==> src/rtl/cyc_account_unit_pkg.sv <==
// Shared types and CSR addresses for the cycle-accounting counter bank.
// Holds the core configuration, CSR map, STATUS layout and address decode.
package cyc_account_unit_pkg;

   typedef struct packed {
      logic [31:0] XLEN;
   } cva6_cfg_t;

   localparam cva6_cfg_t cva6_cfg_empty = '{XLEN: 32'd64};

   localparam logic [11:0] CSR_CNT_DATA   = 12'h8C0;
   localparam logic [11:0] CSR_CNT_DATA_H = 12'h8C1;
   localparam logic [11:0] CSR_CNT_STATUS = 12'h8C2;
   localparam logic [11:0] CSR_CNT_OVF    = 12'h8C3;

   localparam int unsigned IdxWidth = 8;

   typedef struct packed {
      logic                count_en;
      logic [IdxWidth-1:0] sel_idx;
      logic [IdxWidth-1:0] active_idx;
   } cyc_acc_status_t;

   localparam int unsigned StatusWidth = $bits(cyc_acc_status_t);

   typedef enum logic [2:0] {
      CSR_SEL_NONE,
      CSR_SEL_DATA,
      CSR_SEL_DATA_H,
      CSR_SEL_STATUS,
      CSR_SEL_OVF
   } csr_sel_e;

   function automatic csr_sel_e decode_csr(input logic [11:0] addr);
      csr_sel_e sel;
      sel = CSR_SEL_NONE;
      case (addr)
         CSR_CNT_DATA:   sel = CSR_SEL_DATA;
         CSR_CNT_DATA_H: sel = CSR_SEL_DATA_H;
         CSR_CNT_STATUS: sel = CSR_SEL_STATUS;
         CSR_CNT_OVF:    sel = CSR_SEL_OVF;
         default:        sel = CSR_SEL_NONE;
      endcase
      return sel;
   endfunction

endpackage

==> src/rtl/cyc_account_unit_slice.sv <==
// One counter register of the bank: increment, split low/high write ports,
// and a wrap strobe that fires in the cycle the counter rolls over to zero.
module cyc_counter_slice
#(
   parameter int unsigned CounterWidth = 64
) (
   input  logic                    clk_i,
   input  logic                    rst_ni,
   input  logic                    inc_i,
   input  logic                    wr_lo_i,
   input  logic                    wr_hi_i,
   input  logic [31:0]             wr_lo_data_i,
   input  logic [31:0]             wr_hi_data_i,
   output logic [CounterWidth-1:0] cnt_o,
   output logic                    wrap_o
);

   logic [CounterWidth-1:0] cnt_q, cnt_d;
   logic [63:0]             wr_val;

   // A software write always replaces the increment of the same cycle.
   always_comb begin
      wr_val = 64'(cnt_q);
      if (wr_lo_i) wr_val[31:0] = wr_lo_data_i;
      if (wr_hi_i) wr_val[63:32] = wr_hi_data_i;
      cnt_d  = cnt_q;
      wrap_o = 1'b0;
      if (wr_lo_i || wr_hi_i) begin
         cnt_d = wr_val[CounterWidth-1:0];
      end else if (inc_i) begin
         cnt_d  = cnt_q + CounterWidth'(1);
         wrap_o = &cnt_q;
      end
   end

   always_ff @(posedge clk_i or negedge rst_ni) begin
      if (!rst_ni) begin
         cnt_q <= '0;
      end else begin
         cnt_q <= cnt_d;
      end
   end

   assign cnt_o = cnt_q;

endmodule

==> src/rtl/cyc_account_unit.sv <==
// Cycle-accounting counter bank: one active counter counts non-debug cycles,
// software reaches every counter through a select window in CSR space.
module cyc_account_unit
   import cyc_account_unit_pkg::*;
#(
   parameter cva6_cfg_t   CVA6Cfg      = cva6_cfg_empty,
   parameter int unsigned NrCounters   = 8,
   parameter int unsigned CounterWidth = 64
) (
   input  logic                      clk_i,
   input  logic                      rst_ni,
   input  logic                      debug_mode_i,
   input  logic [11:0]               addr_i,
   input  logic                      we_i,
   input  logic                      re_i,
   input  logic [CVA6Cfg.XLEN-1:0]   data_i,
   output logic [CVA6Cfg.XLEN-1:0]   data_o,
   output logic                      access_ex_o,
   input  logic                      ctx_switch_i,
   input  logic [IdxWidth-1:0]       ctx_idx_i,
   output logic                      ovf_o
);

   localparam int unsigned XLEN = CVA6Cfg.XLEN;

   cyc_acc_status_t         status_q, status_d;
   logic [NrCounters-1:0]   ovf_q, ovf_d, ovf_clr;
   logic [NrCounters-1:0]   inc, wr_lo, wr_hi, wrap;
   logic [CounterWidth-1:0] cnt [NrCounters];
   csr_sel_e                csr_sel;
   logic                    status_wr_ok, illegal, legal_wr;
   logic [63:0]             wdata64, sel_cnt64;
   logic [31:0]             hi_wdata;
   logic [255:0]            ovf_ext;

   assign csr_sel = decode_csr(addr_i);
   assign status_wr_ok = ({1'b0, data_i[7:0]} < 9'(NrCounters)) &&
                         ({1'b0, data_i[15:8]} < 9'(NrCounters));

   // A rejected access must leave all software-visible state untouched.
   always_comb begin
      illegal = 1'b0;
      if (re_i || we_i) begin
         case (csr_sel)
            CSR_SEL_NONE:   illegal = 1'b1;
            CSR_SEL_DATA_H: illegal = (XLEN != 32);
            CSR_SEL_STATUS: illegal = we_i && !status_wr_ok;
            default:        illegal = 1'b0;
         endcase
      end
   end

   assign access_ex_o = illegal;
   assign legal_wr    = we_i && !illegal;
   assign wdata64     = 64'(data_i);
   assign hi_wdata    = (XLEN == 64) ? wdata64[63:32] : wdata64[31:0];

   always_comb begin
      sel_cnt64 = '0;
      for (int i = 0; i < NrCounters; i++) begin
         if (status_q.sel_idx == IdxWidth'(i)) sel_cnt64 = 64'(cnt[i]);
      end
   end

   assign ovf_ext = 256'(ovf_q);

   always_comb begin
      data_o = '0;
      if (re_i && !illegal) begin
         case (csr_sel)
            CSR_SEL_DATA:   data_o = sel_cnt64[XLEN-1:0];
            CSR_SEL_DATA_H: data_o = XLEN'(sel_cnt64[63:32]);
            CSR_SEL_STATUS: data_o = XLEN'(status_q);
            CSR_SEL_OVF:    data_o = ovf_ext[XLEN-1:0];
            default:        data_o = '0;
         endcase
      end
   end

   // A software STATUS write overrides a same-cycle hardware context switch.
   always_comb begin
      status_d = status_q;
      if (ctx_switch_i && ({1'b0, ctx_idx_i} < 9'(NrCounters))) begin
         status_d.active_idx = ctx_idx_i;
      end
      if (legal_wr && (csr_sel == CSR_SEL_STATUS)) begin
         status_d = cyc_acc_status_t'(data_i[StatusWidth-1:0]);
      end
   end

   for (genvar g = 0; g < NrCounters; g++) begin : gen_cnt
      logic hit;
      assign hit      = legal_wr && (status_q.sel_idx == IdxWidth'(g));
      assign inc[g]   = status_q.count_en && !debug_mode_i &&
                        (status_q.active_idx == IdxWidth'(g));
      assign wr_lo[g] = hit && (csr_sel == CSR_SEL_DATA);
      assign wr_hi[g] = hit && (((XLEN == 64) && (csr_sel == CSR_SEL_DATA)) ||
                                ((XLEN == 32) && (csr_sel == CSR_SEL_DATA_H)));

      cyc_counter_slice #(
         .CounterWidth (CounterWidth)
      ) u_slice (
         .clk_i        (clk_i),
         .rst_ni       (rst_ni),
         .inc_i        (inc[g]),
         .wr_lo_i      (wr_lo[g]),
         .wr_hi_i      (wr_hi[g]),
         .wr_lo_data_i (wdata64[31:0]),
         .wr_hi_data_i (hi_wdata),
         .cnt_o        (cnt[g]),
         .wrap_o       (wrap[g])
      );
   end

   // Wrap is OR'ed in after the clear so a simultaneous wrap keeps the flag.
   assign ovf_clr = (legal_wr && (csr_sel == CSR_SEL_OVF)) ? NrCounters'(data_i) : '0;
   assign ovf_d   = (ovf_q & ~ovf_clr) | wrap;

   always_ff @(posedge clk_i or negedge rst_ni) begin
      if (!rst_ni) begin
         status_q <= '0;
         ovf_q    <= '0;
      end else begin
         status_q <= status_d;
         ovf_q    <= ovf_d;
      end
   end

   assign ovf_o = |ovf_q;

endmodule
==> config.mk <==
export PLATFORM = sky130hd
export DESIGN_NAME = cyc_account_unit
export DESIGN_NICKNAME = d
export VERILOG_FILES = /design/src/rtl/cyc_account_unit_pkg.sv /design/src/rtl/cyc_account_unit_slice.sv /design/src/rtl/cyc_account_unit.sv
export SDC_FILE = /design/constraint.sdc
export NUM_CORES = 2
export LEC_CHECK = 0
export ABC_AREA = 0
export ABC_CLOCK_PERIOD_IN_PS = 3050
export BUFFER_PORTS_ARGS = -buffer_cell sky130_fd_sc_hd__buf_4
export CORE_ASPECT_RATIO = 0.8
export CORE_UTILIZATION = 40
export DETAILED_ROUTE_END_ITERATION = 12
export REMOVE_ABC_BUFFERS = 1
export SETUP_SLACK_MARGIN = 0.15
export SYNTH_ARGS = -nofsm -noshare
export SYNTH_HDL_FRONTEND = slang
export SYNTH_SLANG_ARGS = --single-unit
==> constraint.sdc <==
create_clock -name clk_i -period 3.05 [get_ports clk_i]
set_input_delay 0 -clock clk_i [delete_from_list [all_inputs] [get_ports clk_i]]
set_output_delay 0 -clock clk_i [all_outputs]
set_load 0.01 [all_outputs]
==> impl_results.md <==
- Outcome: complete, no violations
- Synthesized area divided by synthesized cell count: 8.381 um^2
- EDFF count, synth: 0
- Hold violation total from the final report: 0
- Worst-case hold path end point: status_q[3]$_DFFE_PN0P_
- Starting utilization of the core area: a little over 40%
- Critical path required time: between 3 and 4 ns
- Most area-hungry cell type in the Yosys netlist: sky130_fd_sc_hd__dfrtp_1
- Die Outline Area: 0.08839 mm^2
- Startpoint Class: register
- Measured slew at the worst slew-check pin: 0.8188 ns
- Worst reg-to-reg setup slack: 0.20 ns
- Global-route usage over all layers: roughly a third
- Setup TNS Final: 0 ns
- Number of optimization iterations in the first detailed-route pass: 6
- Tightest slew margin relative to the limit: 45.30%
- Power Dens Cells: 380.7 mW/mm^2
- Post-synthesis async set-or-reset flop share: 100.0%
- Std-Cell Core Area: 0.08600 mm^2
- Count of yosys warnings during synthesis: 0
- Most frequent cell after synthesis: sky130_fd_sc_hd__dfrtp_1
- CTS tree: built
- Number of vias after detailed routing: between 30000 and 40000
- Primary flip-flop cell chosen by synthesis mapping: sky130_fd_sc_hd__dfrtp_1
- Count of clock tree sinks: around 540
- Placed cell area: 0.03839 mm^2
- Worst Reg2Reg Path Length in Cells: 7
- Cell count after synthesis: 4162
- Setup-violating endpoint count in the final report: 0
- Top-area cell type share of the netlist area: slightly below 40%
- Clock H-tree levels: 3
- Maximum number of pins on one net before global-route repair: 127
- Clock network latency to the later pin of the worst-skew pair: between 0.6 and 0.7 ns
- Leakage component of the power: 16.30 nW
- Chip height: 266.1 um
- Routability congestion estimate: 1.038
- Post-layout net count: 4526
- Largest cells by area after synthesis: sky130_fd_sc_hd__dfrtp_1 39%, sky130_fd_sc_hd__xnor2_1 8.3%, sky130_fd_sc_hd__nand2_1 5.6%, sky130_fd_sc_hd__nor2_1 5.2%, sky130_fd_sc_hd__mux4_2 5.0%
- Setup crit end kind: primary output
- Filler cell count: 8113
- Seq/Total Area, Yosys: 38.53%
- Post-Layout Inst Area: 0.04253 mm^2
- Die outline width: roughly 330 um
- IO buf count: 155
- Post-Synthesis Cell Area: 0.03488 mm^2
- Rows: 96
- RSZ-0062 raised after global routing: yes
- Number of distinct standard cells referenced by the synthesized netlist: 65
- Post-layout util: 49.45%
- Detailed placer's ending HPWL: between 100 and 150 mm
- Fin crit share: 96.99%
- Setup CP Type: register to primary output
- Worst setup skew after layout: 0.02859 ns
- Crit Path Max Fanout: 4
- Total of max-cap violations: 0
- Congestion Overflow GR: 0
- Clock tree buffer depth: 3
- Count of cells along the worst hold path: 3
- Via count normalized by instance count: 6.096
- Remaining antenna violation count after routing: 0
- Post-synthesis to final-layout area growth: 21.94%
- Wire length of the first global-routing pass: between 200 and 250 mm
- Detailed-route wire length: 152.4 mm
- Inserted Clock Buffers: 67
- Peak supply drop: approximately 0.00035 V
- Fin crit period: 2.958 ns
- Crit path arrival time: 2.96 ns
- I/O pin count: 156
- Number of global-route vias before repair: slightly above 30000
- Number of synthesized register bits: 537
- Startpoint of the tightest hold check path: ctx_idx_i[7]
- CTS clk-pin slew, worst paths: 0.06 ns
- Fmax: 338.0 MHz
- Classification of the worst-slack hold path: primary input to register
- Routed WL per cell: ~27 um
- Top cells by instance count after synthesis: 537 x sky130_fd_sc_hd__dfrtp_1, 522 x sky130_fd_sc_hd__nand2_1, 480 x sky130_fd_sc_hd__nor2_1, 331 x sky130_fd_sc_hd__xnor2_1, 330 x sky130_fd_sc_hd__a21oi_1
- Proportion of layout cells with a drive suffix above 1: between 10% and 20%
- Initial antenna violation count: 10
- Buffer cell driving the clock tree root: sky130_fd_sc_hd__clkbuf_16
- Worst reg2reg endpoint: gen_cnt[0].u_slice.cnt_o[44]$_DFFE_PN0P_
- Source of the critical timing path: status_q[11]$_DFFE_PN0P_
- Drt drc: 0
- Starting DRC count in detailed routing: approximately 4900
- Count of pins over their slew limit: 0
- Worst R2R Start: status_q[5]$_DFFE_PN0P_
flip-flops by register name, indices dropped and copies added (netlist names):
name and cells:
gen_cnt.u_slice.cnt_o 512, status_q 17, ovf_q 8
cell families after synthesis:
kind of cell | count (synthesis) | synth area share [%]
flops | 537 | 38.53
simple gates | 1896 | 26.49
xor+xnor | 503 | 12.63
mux | 147 | 7.063
fa+ha+maj | 8 | 0.2870
compound gates | 691 | 10.66
buf+inv | 380 | 4.348
stage by stage:
stage | setup slack (ns) | hold slack [ns] | instances | power (mW)
final | 0.09180 | 0.08691 | 5605 | 16.19
after global routing | 0.008516 | 0.09146 | 5604 | 16.52
after CTS | 0.06965 | 0.05189 | 5576 | 16.22
after detailed placement | 0.01826 | 0.04561 | 5373 | 7.950
after global placement | 0.02899 | 0.04807 | 5373 | 7.952
after floorplan | -8.191 | -0.2956 | 3863 | 7.347
report_power, final:
group	leakage (nW)	switching, mW	internal [mW]	total [mW]
registers	7.42	0.0255	7.14	7.16
clock network	1.10	3.36	4.88	8.24
logic	7.79	0.561	0.227	0.788
worst max path at each step:
| stage | slack (ns) | cells after the start | to |
|---|---|---|---|
| floorplan | -8.19 | 3 | gen_cnt[3].u_slice.cnt_o[0]$_DFFE_PN0P_ |
| global placement | 0.03 | 6 | gen_cnt[0].u_slice.cnt_o[40]$_DFFE_PN0P_ |
| detailed placement | 0.02 | 10 | gen_cnt[5].u_slice.cnt_o[47]$_DFFE_PN0P_ |
| CTS | 0.07 | 7 | data_o[2] |
| global route | 0.009 | 8 | data_o[14] |
| finish | 0.09 | 7 | data_o[14] |
repair_timing:
| action | in CTS | in global routing |
|---|---|---|
| gates cloned | 4 | 5 |
| setup buffers | 7 | 22 |
| hold endpoints to repair | 999 | 0 |
| endpoints found under the setup margin | 105 | 199 |
| gates resized for setup | 82 | 77 |
| hold buffers | 75 | 0 |
| pin swaps | 6 | 17 |
critical path, stage by stage, from the launching register on:
cell	delay, ns
sky130_fd_sc_hd__dfrtp_1	0.39
sky130_fd_sc_hd__or4_4	0.57
sky130_fd_sc_hd__or2_4	0.27
sky130_fd_sc_hd__or3_4	0.40
sky130_fd_sc_hd__o22ai_2	0.27
sky130_fd_sc_hd__or3_1	0.19
sky130_fd_sc_hd__a21oi_1	0.08
sky130_fd_sc_hd__buf_4	0.16
layout make-up:
| class | count | area [um^2] | share of cell area [%] |
|---|---|---|---|
| multi-input combinational | 3245 | 20640 | 48.54 |
| timing repair buffer | 496 | 4497 | 10.57 |
| clock buffer | 98 | 2038 | 4.792 |
| inverter | 81 | 304.0 | 0.7149 |
| antenna | 2 | 5.005 | 0.01177 |
| sequential | 537 | 13450 | 31.62 |
| tap | 1127 | 1410 | 3.315 |
| clock inverter | 19 | 185.2 | 0.4354 |
per-layer routing:
layer / part of all wire [%] / global-route usage, %
met5: 0 / 0
met4: 3.7 / 10.89
met3: 13 / 9.476
met2: 40 / 46.32
met1: 43 / 49.79
cells in the final DEF, fill, tap and decap left out, types with 11 or more instances in the layout:
| cell | n |
|---|---|
| sky130_fd_sc_hd__mux2i_1 | 44 |
| sky130_fd_sc_hd__clkbuf_1 | 11 |
| sky130_fd_sc_hd__xnor2_1 | 331 |
| sky130_fd_sc_hd__and2_1 | 29 |
| sky130_fd_sc_hd__xor2_1 | 172 |
| sky130_fd_sc_hd__nor4_2 | 17 |
| sky130_fd_sc_hd__clkbuf_16 | 74 |
| sky130_fd_sc_hd__o21ai_0 | 257 |
| sky130_fd_sc_hd__dfrtp_1 | 534 |
| sky130_fd_sc_hd__nor4_1 | 83 |
| sky130_fd_sc_hd__mux4_2 | 77 |
| sky130_fd_sc_hd__mux2_2 | 23 |
| sky130_fd_sc_hd__clkinv_2 | 11 |
| sky130_fd_sc_hd__and4_1 | 39 |
| sky130_fd_sc_hd__buf_6 | 14 |
| sky130_fd_sc_hd__clkbuf_8 | 16 |
| sky130_fd_sc_hd__buf_12 | 26 |
| sky130_fd_sc_hd__a21oi_1 | 311 |
| sky130_fd_sc_hd__or4_1 | 16 |
| sky130_fd_sc_hd__o221ai_1 | 17 |
| sky130_fd_sc_hd__nand4_1 | 194 |
| sky130_fd_sc_hd__o22ai_1 | 21 |
| sky130_fd_sc_hd__nand2_1 | 519 |
| sky130_fd_sc_hd__buf_4 | 369 |
| sky130_fd_sc_hd__or3_1 | 14 |
| sky130_fd_sc_hd__nor3_1 | 143 |
| sky130_fd_sc_hd__nand3_1 | 183 |
| sky130_fd_sc_hd__dlygate4sd3_1 | 74 |
| sky130_fd_sc_hd__inv_1 | 79 |
| sky130_fd_sc_hd__a21oi_2 | 18 |
| sky130_fd_sc_hd__nor2_1 | 474 |
| sky130_fd_sc_hd__and3_1 | 78 |
Note: power is estimated with default switching activity, not from simulation.
